$ cat src/rtl/ifetch_pkg.sv
// Shared types and constants for the instruction fetch buffer.
package ifetch_pkg;

  localparam int unsigned INST_W  = 32;
  localparam int unsigned PC_W    = 64;
  localparam int unsigned ENTRY_W = INST_W + PC_W;  // 96-bit queue entry

  localparam logic [PC_W-1:0] DEFAULT_RESET_PC = 64'h0;

  // Fetch control FSM encoding
  typedef enum logic [1:0] {
    StBoot   = 2'd0,
    StFetch  = 2'd1,
    StHalted = 2'd2
  } fetch_state_e;

  // Queue entry layout: instruction word in the upper bits, its PC below
  typedef struct packed {
    logic [INST_W-1:0] inst;
    logic [PC_W-1:0]   pc;
  } ifq_entry_t;

  // Word-align a fetch address
  function automatic logic [PC_W-1:0] align_pc(input logic [PC_W-1:0] pc);
    return {pc[PC_W-1:2], 2'b00};
  endfunction

endpackage

$ cat src/rtl/ifq_fifo.sv
// Synchronous FIFO for fetched instructions, with flush, push, pop and an
// occupancy count. Flush takes priority over push and pop in the same cycle.
module ifq_fifo
  import ifetch_pkg::*;
#(
  parameter int unsigned DEPTH = 4,
  parameter int unsigned WIDTH = ENTRY_W
) (
  input  logic                   i_clk,
  input  logic                   i_rst_n,
  input  logic                   i_flush,
  input  logic                   i_push,
  input  logic [WIDTH-1:0]       i_wdata,
  input  logic                   i_pop,
  output logic [WIDTH-1:0]       o_rdata,
  output logic                   o_empty,
  output logic [$clog2(DEPTH):0] o_count
);

  localparam int unsigned AW = $clog2(DEPTH);

  logic [WIDTH-1:0] r_mem [DEPTH];
  logic [AW-1:0]    r_wptr;
  logic [AW-1:0]    r_rptr;
  logic [AW:0]      r_count;
  logic             w_push;
  logic             w_pop;

  assign w_push = i_push & ~i_flush;
  assign w_pop  = i_pop & ~i_flush & (r_count != '0);

  // Storage array; contents are don't-care until written
  always_ff @(posedge i_clk) begin
    if (w_push) begin
      r_mem[r_wptr] <= i_wdata;
    end
  end

  // Pointer and occupancy update; pointers wrap naturally (DEPTH is a power of two)
  always_ff @(posedge i_clk or negedge i_rst_n) begin
    if (!i_rst_n) begin
      r_wptr  <= '0;
      r_rptr  <= '0;
      r_count <= '0;
    end else if (i_flush) begin
      r_wptr  <= '0;
      r_rptr  <= '0;
      r_count <= '0;
    end else begin
      if (w_push) begin
        r_wptr <= r_wptr + AW'(1);
      end
      if (w_pop) begin
        r_rptr <= r_rptr + AW'(1);
      end
      if (w_push && !w_pop) begin
        r_count <= r_count + (AW + 1)'(1);
      end else if (!w_push && w_pop) begin
        r_count <= r_count - (AW + 1)'(1);
      end
    end
  end

  assign o_rdata = r_mem[r_rptr];
  assign o_empty = (r_count == '0);
  assign o_count = r_count;

endmodule

$ cat src/rtl/ifetch_buffer.sv
// Instruction fetch buffer: issues credit-limited requests to a synchronous
// ROM (one cycle latency) and queues {instruction, pc} for the consumer.
// Optional feature macro: IFETCH_PERF_EN enables saturating push/redirect
// counters; without it the perf outputs are tied to zero.
module ifetch_buffer
  import ifetch_pkg::*;
#(
  parameter int unsigned     DEPTH    = 4,
  parameter logic [PC_W-1:0] RESET_PC = DEFAULT_RESET_PC
) (
  input  logic              i_clk,
  input  logic              i_rst_n,
  output logic [PC_W-1:0]   o_rom_addr,
  input  logic [INST_W-1:0] i_rom_data,
  input  logic              i_redirect,
  input  logic [PC_W-1:0]   i_redirect_pc,
  input  logic              i_halt,
  output logic              o_inst_valid,
  input  logic              i_inst_ready,
  output logic [INST_W-1:0] o_inst,
  output logic [PC_W-1:0]   o_inst_pc,
  output logic [31:0]       o_perf_fetch_cnt,
  output logic [31:0]       o_perf_flush_cnt
);

  localparam int unsigned CW = $clog2(DEPTH) + 1;

  fetch_state_e    r_state;
  fetch_state_e    w_state_next;
  logic            w_fetch_en;
  logic [PC_W-1:0] r_fpc;
  logic [PC_W-1:0] r_req_pc;
  logic            r_inflight;
  logic            w_credit_ok;
  logic            w_issue;
  logic            w_push;
  logic            w_pop;
  logic            w_empty;
  logic [CW-1:0]   w_count;
  ifq_entry_t      w_wentry;
  logic [ENTRY_W-1:0] w_wdata;
  logic [ENTRY_W-1:0] w_rdata;
  ifq_entry_t      w_head;
  logic            w_unused_pc_lsb;

  // Low address bits of the redirect target are ignored
  assign w_unused_pc_lsb = ^i_redirect_pc[1:0];

  // FSM state register
  always_ff @(posedge i_clk or negedge i_rst_n) begin
    if (!i_rst_n) begin
      r_state <= StBoot;
    end else begin
      r_state <= w_state_next;
    end
  end

  // FSM next state; a redirect overrides the normal transitions
  always_comb begin
    w_state_next = r_state;
    unique case (r_state)
      StBoot:   w_state_next = StFetch;
      StFetch:  if (i_halt) w_state_next = StHalted;
      StHalted: if (!i_halt) w_state_next = StFetch;
      default:  w_state_next = StBoot;
    endcase
    if (i_redirect) begin
      w_state_next = i_halt ? StHalted : StFetch;
    end
  end

  // FSM outputs
  always_comb begin
    w_fetch_en = 1'b0;
    if (r_state == StFetch) begin
      w_fetch_en = 1'b1;
    end
  end

  // Credit: queued entries plus the outstanding request must leave room
  assign w_credit_ok = ({1'b0, w_count} + {{CW{1'b0}}, r_inflight}) < (CW + 1)'(DEPTH);
  assign w_issue     = w_fetch_en & ~i_halt & ~i_redirect & w_credit_ok;

  // Fetch PC, outstanding-request tracking and the PC of the pending response
  always_ff @(posedge i_clk or negedge i_rst_n) begin
    if (!i_rst_n) begin
      r_fpc      <= RESET_PC;
      r_req_pc   <= '0;
      r_inflight <= 1'b0;
    end else begin
      r_inflight <= w_issue;
      if (w_issue) begin
        r_req_pc <= r_fpc;
      end
      if (i_redirect) begin
        r_fpc <= align_pc(i_redirect_pc);
      end else if (w_issue) begin
        r_fpc <= r_fpc + 64'd4;
      end
    end
  end

  assign o_rom_addr = r_fpc;

  // A response landing in a redirect cycle belongs to the old stream
  assign w_push   = r_inflight & ~i_redirect;
  assign w_wentry = '{inst: i_rom_data, pc: r_req_pc};
  assign w_wdata  = w_wentry;

  assign o_inst_valid = ~w_empty & ~i_redirect;
  assign w_pop        = o_inst_valid & i_inst_ready;

  ifq_fifo #(
    .DEPTH (DEPTH),
    .WIDTH (ENTRY_W)
  ) u_ifq (
    .i_clk   (i_clk),
    .i_rst_n (i_rst_n),
    .i_flush (i_redirect),
    .i_push  (w_push),
    .i_wdata (w_wdata),
    .i_pop   (w_pop),
    .o_rdata (w_rdata),
    .o_empty (w_empty),
    .o_count (w_count)
  );

  // Present zeros rather than stale storage when the queue is empty
  assign w_head    = w_rdata;
  assign o_inst    = w_empty ? '0 : w_head.inst;
  assign o_inst_pc = w_empty ? '0 : w_head.pc;

`ifdef IFETCH_PERF_EN
  logic [31:0] r_perf_fetch;
  logic [31:0] r_perf_flush;

  // Saturating push and redirect counters
  always_ff @(posedge i_clk or negedge i_rst_n) begin
    if (!i_rst_n) begin
      r_perf_fetch <= '0;
      r_perf_flush <= '0;
    end else begin
      if (w_push && (r_perf_fetch != '1)) begin
        r_perf_fetch <= r_perf_fetch + 32'd1;
      end
      if (i_redirect && (r_perf_flush != '1)) begin
        r_perf_flush <= r_perf_flush + 32'd1;
      end
    end
  end

  assign o_perf_fetch_cnt = r_perf_fetch;
  assign o_perf_flush_cnt = r_perf_flush;
`else
  assign o_perf_fetch_cnt = '0;
  assign o_perf_flush_cnt = '0;
`endif

endmodule

$ cat config.mk
export PLATFORM = sky130hd
export DESIGN_NAME = ifetch_buffer
export DESIGN_NICKNAME = d
export VERILOG_FILES = /design/src/rtl/ifetch_pkg.sv /design/src/rtl/ifq_fifo.sv /design/src/rtl/ifetch_buffer.sv
export SDC_FILE = /design/constraint.sdc
export NUM_CORES = 1
export LEC_CHECK = 0
export ABC_CLOCK_PERIOD_IN_PS = 5250
export BUFFER_PORTS_ARGS = -buffer_cell sky130_fd_sc_hd__buf_2
export CAP_MARGIN = 20
export CELL_PAD_IN_SITES_DETAIL_PLACEMENT = 0
export CELL_PAD_IN_SITES_GLOBAL_PLACEMENT = 2
export CORE_AREA = 2 2 229 231
export DETAILED_ROUTE_END_ITERATION = 16
export DIE_AREA = 0 0 231 233
export PLACE_DENSITY = 0.84
export SYNTH_ARGS = -nofsm -noshare
export SYNTH_HDL_FRONTEND = slang
export SYNTH_HIERARCHICAL = 1
export SYNTH_SLANG_ARGS = --single-unit
$ cat constraint.sdc
create_clock -name i_clk -period 5.25 [get_ports i_clk]
set_input_delay 1.05 -clock i_clk [delete_from_list [all_inputs] [get_ports i_clk]]
set_output_delay 1.05 -clock i_clk [all_outputs]
set_load 0.005 [all_outputs]
==> impl_metrics.csv <==
group,metric,value,unit
outcome,run_status,"complete, no violations",
pwr,p_leak,0.00969,uW
clock_network,clock_tree.buffer_depth,3,
sta,fin_tns_setup,0,ns
pwr,switching_share,0.238,
global_routing,grt_remaining_overflow,0,
route,drc,0,
sta,final.min_clock_period,3.94,ns
sta,rsz0062_at_grt,"no",
finish,stdcell_area,25900,sq um
setup_path,critical_path_class,"reg -> out",
clock_network,cts.repair.resized,0,
clock_network,tritoncts,"built",
sta,worst_slew_pin_slew,1.14,ns
yosys,synthTopCellsByArea,"sky130_fd_sc_hd__edfxtp_1 (52%), sky130_fd_sc_hd__dfrtp_1 (15%), sky130_fd_sc_hd__mux4_2 (9.7%)",
clock_network,numCtsBuffers,53,
sta,finalClockSkew,0.0249,ns
finish,drive_above_1_share,0.270,
pwr,power.combinational.fraction,0.062,
pwr,p_int,7240,uW
clock_network,htree_levels,2,
floorplanning,start_util,0.437,
pwr,power.clock.fraction,0.401,
setup_path,endpoint_kind,"output pin",
floorplanning,die_y,233,microns
yosys,netlist_top_cells_count,"sky130_fd_sc_hd__edfxtp_1 (384), sky130_fd_sc_hd__nand2_1 (237), sky130_fd_sc_hd__dfrtp_1 (134)",
route,starting_drc_count_in_detailed_routing,857,
yosys,synth_enable_flop_cells,384,
global_routing,vias_in_the_first_global_route,13500,
yosys,synth.yosys.seq_area_share,0.667,
yosys,synth.lib_cells_used.distinct,64,
setup_path,cp-start-kind,"register",
clock_network,clock-sinks,518,
place,numPortBuffers,257,
yosys,synthFlopType,"sky130_fd_sc_hd__edfxtp_1",
place,gpl.final_weighted_congestion,0.818,
yosys,postSynth.asyncResetShare,0.259,
finish,nets,1894,
clock_network,cts_hold_buf,0,
yosys,synthesis.area_per_instance,14.6,sq um
global_routing,groute.usage.overall,0.207,
route,via_count,13500,
yosys,portion_of_synthesized_cell_area_occupied_by_the_leading_cell_type,0.517,
pwr,peakVddDrop,0.000235,V
clock_network,cts.clk_slew.worst_paths,0.06,ns
route,ant_nets,0,
floorplanning,die_w,231,microns
route,detail_route.wirelength,55.6,mm
finish,synthToLayoutAreaGrowth,16.2,%
min_path,worst_hold_path_type,"in -> async",
yosys,yosys.cell_count.top_type,"sky130_fd_sc_hd__edfxtp_1",
route,post_drt_via_cell_ratio,5.38,
yosys,synthCells,1526,
sta,drv_slew,0,
clock_network,cts_root_buffer,"sky130_fd_sc_hd__clkbuf_16",
yosys,synth-seq-cells,518,
sta,hold_violations,0,
sta,finalCritPeriodShare,0.750,
pwr,power_density,367,nW/um^2
place,hpwl,36.5,mm
setup_path,critPathSlowestCell,"sky130_fd_sc_hd__dfrtp_4",
sta,setup_viol,0,
floorplanning,coreArea,51100,sq um
setup_path,cp_top_family,"flip-flops",
pwr,power_frac_seq,0.537,
route,route.detailed.wl_per_inst,22.1,microns
yosys,ys.warnings.count,6,
job,max_cap_viol_count,0,
setup_path,critical_path_buf_inv_count,2,
sta,max_freq,254,MHz
finish,insertedDiodeCount,0,
setup_path,crit_required,4.20,ns
setup_path,crit_fanout,69,
setup_path,delay_of_the_slowest_critical_path_stage,1.14,ns
setup_path,critical_path.cell_chain,"buf_4, mux4_2, nor2b_1, buf_2",
route,firstDrtPassIters,5,
pwr,power_switching,2260,uW
clock_network,cts_setup_buffers,0,
setup_path,worstPathArrival,2.89,ns
clock_network,clkLatencyLatePin,0.60,ns
yosys,post-synth-top-area-cell,"sky130_fd_sc_hd__edfxtp_1",
global_routing,grt_pass1_wl,83.8,mm
floorplanning,floorplan.die_area,53800,sq um
yosys,post_synth_instance_area,22300,sq um
floorplanning,rows,83,
global_routing,grt_max_degree,84,
sta,max-slew-margin-rel,0.240,
global_routing,grt_antenna_before_repair,1,
place,placedInstanceArea,24100,sq um
floorplanning,design.portCount,326,
[worst paths after layout]
check	from	end	slack, ns	depth (start not counted)
min in group i_clk	r_req_pc[34]	u_ifq/r_mem[0][34]	0.51	0
hold reg to reg	r_req_pc[34]	u_ifq/r_mem[0][34]	0.51	0
hold / removal	i_rst_n	r_req_pc[45]	0.51	1
max in group asynchronous	i_rst_n	r_req_pc[11]	3.74	2
setup / recovery	u_ifq/r_rptr[1]	o_inst[27]	1.31	4
setup reg to reg	r_inflight	u_ifq/r_mem[1][54]	2.35	4
[flip-flops by register name, indices dropped and copies added, names as in the netlist]
signal / count
u_ifq/r_wptr: 2
r_state: 2
u_ifq/r_rptr: 2
r_req_pc: 62
u_ifq/r_mem: 384
o_rom_addr: 62
r_inflight: 1
u_ifq/o_count: 3
[cell type report]
type | count | area (sq um)
sequential | 518 | 14900
clock buffer | 72 | 1480
inverter | 17 | 65.1
tap | 680 | 851
fill | 4416 | 25200
timing repair buffer | 283 | 1560
clock inverter | 28 | 294
multi-input combinational | 914 | 6770
[cells in the final DEF (no fill, tap or decap), types with 6 or more instances in the layout]
master,n
sky130_fd_sc_hd__nor4_1,11
sky130_fd_sc_hd__nand2_1,237
sky130_fd_sc_hd__clkbuf_1,13
sky130_fd_sc_hd__buf_12,6
sky130_fd_sc_hd__nand3_1,56
sky130_fd_sc_hd__nor3_1,16
sky130_fd_sc_hd__xor2_1,7
sky130_fd_sc_hd__clkbuf_16,55
sky130_fd_sc_hd__or3_1,13
sky130_fd_sc_hd__nand4_1,33
sky130_fd_sc_hd__inv_1,16
sky130_fd_sc_hd__buf_2,256
sky130_fd_sc_hd__or4_1,11
sky130_fd_sc_hd__dfrtp_1,132
sky130_fd_sc_hd__mux4_2,96
sky130_fd_sc_hd__a31oi_1,13
sky130_fd_sc_hd__conb_1,74
sky130_fd_sc_hd__a21o_1,6
sky130_fd_sc_hd__o311ai_0,10
sky130_fd_sc_hd__nor4_2,7
sky130_fd_sc_hd__and2_1,21
sky130_fd_sc_hd__a22oi_1,10
sky130_fd_sc_hd__a21oi_1,12
sky130_fd_sc_hd__xnor2_1,6
sky130_fd_sc_hd__clkinvlp_4,8
sky130_fd_sc_hd__clkinv_2,7
sky130_fd_sc_hd__o211ai_1,19
sky130_fd_sc_hd__buf_4,20
sky130_fd_sc_hd__edfxtp_1,384
sky130_fd_sc_hd__nor2_1,34
sky130_fd_sc_hd__and3_1,7
sky130_fd_sc_hd__nor2b_1,100
sky130_fd_sc_hd__o21ai_0,36
[through the flow]
stage | worst slack (ns) | hold WS, ns | total power [uW] | util | instances
3_3_place_gp | 1.33 | 0.488 | 5740 | 0.472 | 2412
3_5_place_dp | 1.29 | 0.501 | 5780 | 0.472 | 2412
5_1_grt | 1.14 | 0.537 | 9870 | 0.507 | 2512
6_report | 1.31 | 0.512 | 9500 | 0.507 | 2512
2_1_floorplan | 0.560 | 0.456 | 5430 | - | 1599
4_1_cts | 1.19 | 0.518 | 9600 | 0.507 | 2512
[cell families after synthesis]
logic type	share of synthesized area
simple gates	0.139
flops	0.667
buf+inv	0.0431
compound gates	0.0419
mux	0.100
xor+xnor	0.00510
fa+ha+maj	0.00370
other cells	0.000168
[power by group through the flow]
stage	clock network [uW]	logic, uW	registers, uW
floorplan	0	375	5060
global placement	0	586	5160
detailed placement	0	598	5190
CTS	3900	601	5100
global route	4050	671	5150
finish	3810	588	5100
[worst register-to-register path: stages, from the launching register on]
cell	delay, ns
sky130_fd_sc_hd__dfrtp_1	0.36
sky130_fd_sc_hd__nor2b_1	0.64
sky130_fd_sc_hd__nor2b_1	0.38
sky130_fd_sc_hd__and2_4	0.64
sky130_fd_sc_hd__buf_4	0.52
[routing by layer]
metal	vias to the layer above	track usage	routed length (microns)
met2	388	0.338	27300
li1	6157	-	-
met3	78	0.0418	3260
met5	-	0	7
met1	6899	0.281	23600
met4	2	0.0609	1370
Note: power is estimated with default switching activity, not from simulation.
